### config.mk
export PLATFORM = sky130hd
export DESIGN_NAME = cons_dma_engine
export DESIGN_NICKNAME = d
export VERILOG_FILES = /design/src/rtl/cons_pkg.sv /design/src/rtl/key_sync_edge.sv /design/src/rtl/cons_dma_engine.sv
export SDC_FILE = /design/constraint.sdc
export NUM_CORES = 1
export LEC_CHECK = 0
export ABC_AREA = 1
export ABC_CLOCK_PERIOD_IN_PS = 1800
export CAP_MARGIN = 0
export CORE_ASPECT_RATIO = 0.9
export CORE_MARGIN = 4
export CORE_UTILIZATION = 47
export DETAILED_ROUTE_END_ITERATION = 8
export MAX_ROUTING_LAYER = met4
export PLACE_DENSITY = 0.84
export SLEW_MARGIN = 20
export SYNTH_ARGS = -nofsm -noshare
export SYNTH_HDL_FRONTEND = slang
export SYNTH_SLANG_ARGS = --single-unit
export TNS_END_PERCENT = 1
### constraint.sdc
create_clock -name clk_p -period 1.8 [get_ports clk_p]
set_input_delay 0.54 -clock clk_p [delete_from_list [all_inputs] [get_ports clk_p]]
set_output_delay 0.54 -clock clk_p [all_outputs]
set_load 0.005 [all_outputs]
### src/rtl/cons_pkg.sv
// Shared types and constants for the console examine/deposit DMA engine.
// Latency: none (declarations only).
// Backpressure: none (declarations only).
package cons_pkg;

  // Engine sequencer states
  typedef enum logic [2:0] {
    CS_IDLE,
    CS_LOAD,
    CS_START,
    CS_REQ,
    CS_XFER,
    CS_DONE
  } cs_state_t;

  // Index of each panel key in the pending-flag vector
  localparam int KEY_LOAD  = 0;
  localparam int KEY_START = 1;
  localparam int KEY_EXAM  = 2;
  localparam int KEY_DEP   = 3;
  localparam int KEY_NUM   = 4;

  // Console switch register address on the system bus
  localparam logic [15:0] SWR_ADR = 16'o177570;

  // Byte lane select for a byte access: even address -> low lane
  function automatic logic [1:0] byte_sel(input logic a0);
    return a0 ? 2'b10 : 2'b01;
  endfunction

endpackage

### src/rtl/key_sync_edge.sv
// Panel key synchroniser, release detector and one-deep pending flag.
// Latency: flag sets 3 clocks after the key is released.
// Backpressure: releases seen while i_accept=0 are dropped, never queued.
module key_sync_edge (
  input  logic clk,
  input  logic rst_n,
  input  logic i_key,
  input  logic i_cpu_run,
  input  logic i_accept,
  input  logic i_consume,
  output logic o_pend
);

  logic r_s1;
  logic r_s2;
  logic r_prev;
  logic r_pend;
  logic w_rel;

  // Two-flop synchroniser plus one delayed copy for edge detection
  always_ff @(posedge clk or negedge rst_n) begin
    if (!rst_n) begin
      r_s1   <= 1'b0;
      r_s2   <= 1'b0;
      r_prev <= 1'b0;
    end else begin
      r_s1   <= i_key;
      r_s2   <= r_s1;
      r_prev <= r_s2;
    end
  end

  // A key acts on release, and only while the CPU is halted
  assign w_rel = r_prev & ~r_s2 & ~i_cpu_run;

  // Pending flag: a clear (consume or CPU running) beats a new release
  always_ff @(posedge clk or negedge rst_n) begin
    if (!rst_n) begin
      r_pend <= 1'b0;
    end else if (i_cpu_run || i_consume) begin
      r_pend <= 1'b0;
    end else if (w_rel && i_accept) begin
      r_pend <= 1'b1;
    end
  end

  assign o_pend = r_pend;

endmodule

### src/rtl/cons_dma_engine.sv
// Front-panel load/start/examine/deposit engine driving a DMA master port.
// Latency: key acts 4 clocks after release; an access is req, gnt, stb..ack, then gnt release.
// Backpressure: waits on dma_gnt and dma_ack_i; an ack missing for TMO cycles aborts with addr_err.
module cons_dma_engine
  import cons_pkg::*;
#(
  parameter int          AW      = 22,
  parameter int          DW      = 16,
  parameter int          TMO     = 255,
  parameter logic [15:0] RST_ADR = 16'o165020
) (
  input  logic          clk_p,
  input  logic          sys_init_n,
  input  logic          cpu_run,
  input  logic          key_load,
  input  logic          key_exam,
  input  logic          key_dep,
  input  logic          key_start,
  input  logic          byte_mode,
  input  logic [AW-1:0] switch_sr,
  output logic          dma_req,
  input  logic          dma_gnt,
  output logic [AW-1:0] dma_adr_o,
  output logic [DW-1:0] dma_dat_o,
  input  logic [DW-1:0] dma_dat_i,
  output logic          dma_stb_o,
  output logic          dma_we_o,
  output logic [1:0]    dma_sel_o,
  input  logic          dma_ack_i,
  output logic [AW-1:0] address_reg,
  output logic          address_act,
  output logic [DW-1:0] data_reg,
  output logic          addr_err,
  output logic [15:0]   startup_adr,
  output logic          cons_start
);

  localparam int          HW       = DW / 2;
  localparam logic [15:0] TMO_LAST = 16'(TMO - 1);

  cs_state_t         r_state;
  cs_state_t         w_state_nxt;
  logic [KEY_NUM-1:0] w_key_raw;
  logic [KEY_NUM-1:0] w_pend;
  logic [KEY_NUM-1:0] w_consume;
  logic              w_idle;

  logic              r_req;
  logic              r_stb;
  logic              r_we;
  logic [1:0]        r_sel;
  logic [AW-1:0]     r_adr_o;
  logic [DW-1:0]     r_dat_o;
  logic [AW-1:0]     r_address;
  logic              r_act;
  logic [DW-1:0]     r_data;
  logic              r_err;
  logic [15:0]       r_startup;
  logic [1:0]        r_start_cnt;
  logic              r_byte;
  logic              r_op_dep;
  logic              r_exam_last;
  logic              r_dep_last;
  logic [15:0]       r_tmo;

  logic              w_same_op;
  logic [AW-1:0]     w_inc_adr;
  logic [AW-1:0]     w_xfer_adr;
  logic [HW-1:0]     w_rd_lane;

  assign w_key_raw[KEY_LOAD]  = key_load;
  assign w_key_raw[KEY_START] = key_start;
  assign w_key_raw[KEY_EXAM]  = key_exam;
  assign w_key_raw[KEY_DEP]   = key_dep;
  assign w_idle               = (r_state == CS_IDLE);

  for (genvar g = 0; g < KEY_NUM; g++) begin : g_key
    key_sync_edge u_key (
      .clk       (clk_p),
      .rst_n     (sys_init_n),
      .i_key     (w_key_raw[g]),
      .i_cpu_run (cpu_run),
      .i_accept  (w_idle),
      .i_consume (w_consume[g]),
      .o_pend    (w_pend[g])
    );
  end

  // Repeating the same operation steps the address; switching operations does not
  assign w_same_op  = r_op_dep ? r_dep_last : r_exam_last;
  assign w_inc_adr  = r_address + (r_byte ? AW'(1) : AW'(2));
  assign w_xfer_adr = w_same_op ? w_inc_adr : r_address;
  assign w_rd_lane  = r_address[0] ? dma_dat_i[DW-1:HW] : dma_dat_i[HW-1:0];

  // State register
  always_ff @(posedge clk_p or negedge sys_init_n) begin
    if (!sys_init_n) begin
      r_state <= CS_IDLE;
    end else begin
      r_state <= w_state_nxt;
    end
  end

  // Next state and key arbitration (load > start > exam > dep)
  always_comb begin
    w_state_nxt = r_state;
    w_consume   = '0;
    case (r_state)
      CS_IDLE: begin
        if (!cpu_run) begin
          if (w_pend[KEY_LOAD]) begin
            w_consume[KEY_LOAD] = 1'b1;
            w_state_nxt         = CS_LOAD;
          end else if (w_pend[KEY_START]) begin
            w_consume[KEY_START] = 1'b1;
            w_state_nxt          = CS_START;
          end else if (w_pend[KEY_EXAM]) begin
            w_consume[KEY_EXAM] = 1'b1;
            w_state_nxt         = CS_REQ;
          end else if (w_pend[KEY_DEP]) begin
            w_consume[KEY_DEP] = 1'b1;
            w_state_nxt        = CS_REQ;
          end
        end
      end
      CS_LOAD:  w_state_nxt = CS_IDLE;
      CS_START: w_state_nxt = CS_IDLE;
      CS_REQ: begin
        if (cpu_run) begin
          w_state_nxt = CS_IDLE;
        end else if (dma_gnt) begin
          w_state_nxt = CS_XFER;
        end
      end
      CS_XFER: begin
        if (dma_ack_i || (r_tmo == TMO_LAST)) begin
          w_state_nxt = CS_DONE;
        end
      end
      CS_DONE: begin
        if (!dma_gnt) begin
          w_state_nxt = CS_IDLE;
        end
      end
      default: w_state_nxt = CS_IDLE;
    endcase
  end

  // Datapath: panel registers, bus cycle drive, ack/timeout handling
  always_ff @(posedge clk_p or negedge sys_init_n) begin
    if (!sys_init_n) begin
      r_req       <= 1'b0;
      r_stb       <= 1'b0;
      r_we        <= 1'b0;
      r_sel       <= 2'b11;
      r_adr_o     <= '0;
      r_dat_o     <= '0;
      r_address   <= '0;
      r_act       <= 1'b0;
      r_data      <= '0;
      r_err       <= 1'b0;
      r_startup   <= RST_ADR;
      r_start_cnt <= 2'd0;
      r_byte      <= 1'b0;
      r_op_dep    <= 1'b0;
      r_exam_last <= 1'b0;
      r_dep_last  <= 1'b0;
      r_tmo       <= '0;
    end else begin
      if (r_start_cnt != 2'd0) begin
        r_start_cnt <= r_start_cnt - 2'd1;
      end
      case (r_state)
        CS_IDLE: begin
          if (w_consume[KEY_START]) begin
            r_start_cnt <= 2'd2;
          end
          if (w_consume[KEY_EXAM] || w_consume[KEY_DEP]) begin
            r_req    <= 1'b1;
            r_byte   <= byte_mode;
            r_op_dep <= w_consume[KEY_DEP];
          end
        end
        CS_LOAD: begin
          r_address   <= switch_sr;
          r_act       <= 1'b1;
          r_exam_last <= 1'b0;
          r_dep_last  <= 1'b0;
          r_err       <= 1'b0;
        end
        CS_START: begin
          r_startup <= r_address[15:0];
        end
        CS_REQ: begin
          if (cpu_run) begin
            r_req <= 1'b0;
          end else if (dma_gnt) begin
            r_address   <= w_xfer_adr;
            r_exam_last <= ~r_op_dep;
            r_dep_last  <= r_op_dep;
            r_stb       <= 1'b1;
            r_we        <= r_op_dep;
            r_tmo       <= '0;
            if (r_byte) begin
              r_adr_o <= w_xfer_adr;
              r_sel   <= byte_sel(w_xfer_adr[0]);
              r_dat_o <= {switch_sr[HW-1:0], switch_sr[HW-1:0]};
            end else begin
              r_adr_o <= {w_xfer_adr[AW-1:1], 1'b0};
              r_sel   <= 2'b11;
              r_dat_o <= switch_sr[DW-1:0];
            end
          end
        end
        CS_XFER: begin
          if (dma_ack_i) begin
            if (r_op_dep) begin
              r_data <= r_byte ? {{HW{1'b0}}, r_dat_o[HW-1:0]} : r_dat_o;
            end else begin
              r_data <= r_byte ? {{HW{1'b0}}, w_rd_lane} : dma_dat_i;
            end
            r_stb <= 1'b0;
            r_we  <= 1'b0;
            r_req <= 1'b0;
          end else if (r_tmo == TMO_LAST) begin
            r_err       <= 1'b1;
            r_stb       <= 1'b0;
            r_we        <= 1'b0;
            r_req       <= 1'b0;
            r_exam_last <= 1'b0;
            r_dep_last  <= 1'b0;
          end else begin
            r_tmo <= r_tmo + 16'd1;
          end
        end
        default: ;
      endcase
      // A running CPU owns the panel: drop display and step history
      if (cpu_run) begin
        r_act       <= 1'b0;
        r_exam_last <= 1'b0;
        r_dep_last  <= 1'b0;
      end
    end
  end

  assign dma_req     = r_req;
  assign dma_stb_o   = r_stb;
  assign dma_we_o    = r_we;
  assign dma_sel_o   = r_sel;
  assign dma_adr_o   = r_adr_o;
  assign dma_dat_o   = r_dat_o;
  assign address_reg = r_address;
  assign address_act = r_act;
  assign data_reg    = r_data;
  assign addr_err    = r_err;
  assign startup_adr = r_startup;
  assign cons_start  = (r_start_cnt != 2'd0);

endmodule
==> impl_metrics.tcl <==
set metrics [dict create \
    dr_wl_met2_um 9655 \
    fmax_mhz 526.4 \
    gr-total-overflow 0 \
    critPathKind "reg2reg" \
    post_synth.cell_area_avg_sq_um 7.966 \
    cp_slowest_cell "dfrtp_1" \
    p_sw_frac 0.3793 \
    drc_errors 0 \
    cpMostUsedCell "nand2_1" \
    slew_violations 0 \
    r2r_start "r_byte$_DFFE_PN0P_" \
    hold_class "in2async" \
    clk_path_buf_depth 2 \
    gp_congestion 0.9605 \
    ant_nets 0 \
    nNetsFinal 1137 \
    synth_top_area_share 0.4654 \
    placed_cell_area_sq_mm 0.009158 \
    slowest_delay_ns 0.41 \
    fin_skew_ns 0.009022 \
    violations "negative setup slack" \
    layout.core_utilization 0.6603 \
    fin_tns_setup_ns -0.3595 \
    viasPerCell 5.441 \
    fin_ws_ns -0.09970 \
    grt_max_degree 45 \
    tightestPinTransition_ns 0.4676 \
    pre_cts_ws_ns -0.2866 \
    fin_crit_ns 1.900 \
    path_clk_slew_ns 0.06 \
    start_util 0.4807 \
    antenna_found_initial 1 \
    crit_chain "ha_2 -> fa_2 -> nand2_2 -> nor2_4 -> nand3_2 -> nor2_1 -> buf_4 -> nand2_1 -> nand2_1 -> nand3_1 -> nand2_1 -> o21ai_0" \
    post-route-cell-area_sq_mm 0.009751 \
    maxCapViolCount 0 \
    root_buffer "clkbuf_16" \
    cts_tree "built" \
    synth_warnings 0 \
    io_buffers 147 \
    seq_power_share 0.365 \
    synth_cell_types 43 \
    die-area_sq_mm 0.01714 \
    drt-total-wl_um 21380 \
    postCtsHoldBufs 0 \
    vias 7052 \
    crit_arrival_ns 2.21 \
    dp.cells 1259 \
    hold_viol 0 \
    period_share 1.055 \
    crit_path_end_kind "flip-flop" \
    relSlewSlack 0.6883 \
    cellLeakagePower_nw 4.662 \
    dp_hpwl_um 15580 \
    cp-start-kind "flip-flop" \
    switchingPower_mw 5.636 \
    layout-drive-gt1-share 0.1477 \
    pwr_density_cell_mw_per_mm2 1524 \
    comb_power_share 0.404 \
    syn_nets 944 \
    synth_area_leaders "dfrtp_1 (47%), nand2_1 (13%), o21ai_0 (6.0%), nand3_1 (5.5%), nor2_1 (4.7%)" \
    ys_seq_area_frac 0.4950 \
    num_rows 42 \
    grtUsageTotal 0.2590 \
    synthesis.area_sq_mm 0.007098 \
    critPathMaxFanout 6 \
    grt_pass1_wl_um 34220 \
    htreeDepth 4 \
    rsz0062_at_grt "yes" \
    cts_buffers 17 \
    vdd_ir_drop_max_mv 0.9359 \
    fillers 1206 \
    route.met3.wl_um 1683 \
    power_frac_clock 0.231 \
    pin_count 148 \
    clk_latency_ns 0.42 \
    syn2layout_area_growth_pct 37.37 \
    post_drt_wl_per_cell_um 16.50 \
    first_global_vias 6746 \
    setup_violations 9 \
    postSynthCellCount 891 \
    drtIter0Drc 791 \
    cts.sinks 140 \
    drt-met1-wl_um 9442 \
    ys_ff_latch 140 \
    stdcell_count 1296 \
    crit_path_start "r_byte$_DFFE_PN0P_" \
    status "complete, but fails checks" \
    design.core.area_sq_mm 0.01477 \
    fp.dieH_um 124.6 \
    power.internal_mw 9.223 \
    die_w_um 137.5 \
    dr.max_layer_used "met4" \
    synth_top_area_cell "dfrtp_1" \
    dr.pass1.iters 5 \
    required_ns 2.11 \
]
## logic make-up after synthesis
logic type / after synthesis / synth area share
and+or+nand+nor: 456 / 0.2759
xor gates and xnor gates: 9 / 0.01111
DFF: 140 / 0.4950
buffers and inverters: 121 / 0.07315
AOI/OAI and AO/OA: 158 / 0.1320
adders and majority gates: 5 / 0.009872
muxes: 2 / 0.002997
## cells in the mapped netlist, drive strengths merged
cell type / n
inv: 85
a221oi: 1
nand4: 13
o211ai: 16
clkbuf: 19
nand3: 81
o21bai: 1
o22ai: 5
nand2: 249
ha: 4
a21oi: 15
fa: 1
and2: 1
dfrtp: 132
o21a: 10
nor2: 95
a211oi: 2
a31oi: 11
o31ai: 1
xor2: 9
dfstp: 8
nor3: 10
or2: 1
buf: 17
mux2i: 1
o2111ai: 1
nand3b: 6
mux2: 1
o21ai: 95
## stage by stage
step	power (mW)	hold WS, ns
after floorplan	8.109	0.2444
after global placement	11.66	0.3328
after detailed placement	11.82	0.3358
after CTS	14.70	0.05169
after global routing	15.83	0.06377
final	14.86	0.04282
## path summary, 6_finish.rpt
path | to | slack (ns) | cells past startpoint
max reg2reg | address_reg[12]$_DFFE_PN0P_ | -0.1 | 12
min | dma_dat_o[8]$_DFFE_PN0P_ | 0.04 | 1
min in group clk_p | g_key[3].u_key.r_s2$_DFF_PN0_ | 0.34 | 0
max in group asynchronous | startup_adr[14]$_DFFE_PN1N_ | 1.15 | 2
max | address_reg[12]$_DFFE_PN0P_ | -0.1 | 12
min reg2reg | g_key[3].u_key.r_s2$_DFF_PN0_ | 0.34 | 0
## layout by cell type, fill, tap and decap left out, drive strengths merged, types with 11 or more instances in the layout
master	n
clkdlybuf4s50	46
nand3	81
inv	85
nand4	13
dlygate4sd2	97
a21oi	15
buf	64
clkbuf	21
o21ai	95
nand2	249
o211ai	16
nor2	95
a31oi	11
dfrtp	132
## timing repair
action                     4_1_cts  5_1_grt
gates resized for setup        124       18
setup endpoints to repair      125       54
buffers inserted                 0        4
pin swaps                        0        6
## per-layer routing
| metal | vias to the layer above | track usage |
|---|---|---|
| met5 | - | - |
| met4 | 0 | 0.08920 |
| met3 | 50 | 0.04685 |
| met2 | 344 | 0.3786 |
| met1 | 3346 | 0.3640 |
| li1 | 3312 | - |
## power groups by stage
| stage | Sequential [mW] | Clock [mW] | Combinational, mW |
|---|---|---|---|
| 3_5_place_dp | 5.39 | 0 | 6.43 |
| 6_report | 5.42 | 3.43 | 6.00 |
| 5_1_grt | 5.55 | 3.63 | 6.66 |
| 2_1_floorplan | 5.24 | 0 | 2.87 |
| 3_3_place_gp | 5.39 | 0 | 6.27 |
| 4_1_cts | 5.37 | 3.47 | 5.86 |
## final cells by class
cell class              count  area (sq um)  share of cell area
inverters                  85         321.6             0.03298
multi-input cells         630          3147              0.3227
clock buffers              21         460.4             0.04722
well taps                 198         247.7             0.02541
repair buffers            210          1922              0.1971
clock inverters            11         121.4             0.01245
flip-flops and latches    140          3528              0.3619
diodes                      1         2.502           0.0002566
## critical path: cells and delay by family (launching register included)
family | cells | cell delay [ns]
and+or+nand+nor | 8 | 0.70
adders and majority gates | 2 | 0.47
DFF | 1 | 0.41
buffers and inverters | 1 | 0.16
AOI/OAI and AO/OA | 1 | 0.07
(Power assumes the default switching activity.)
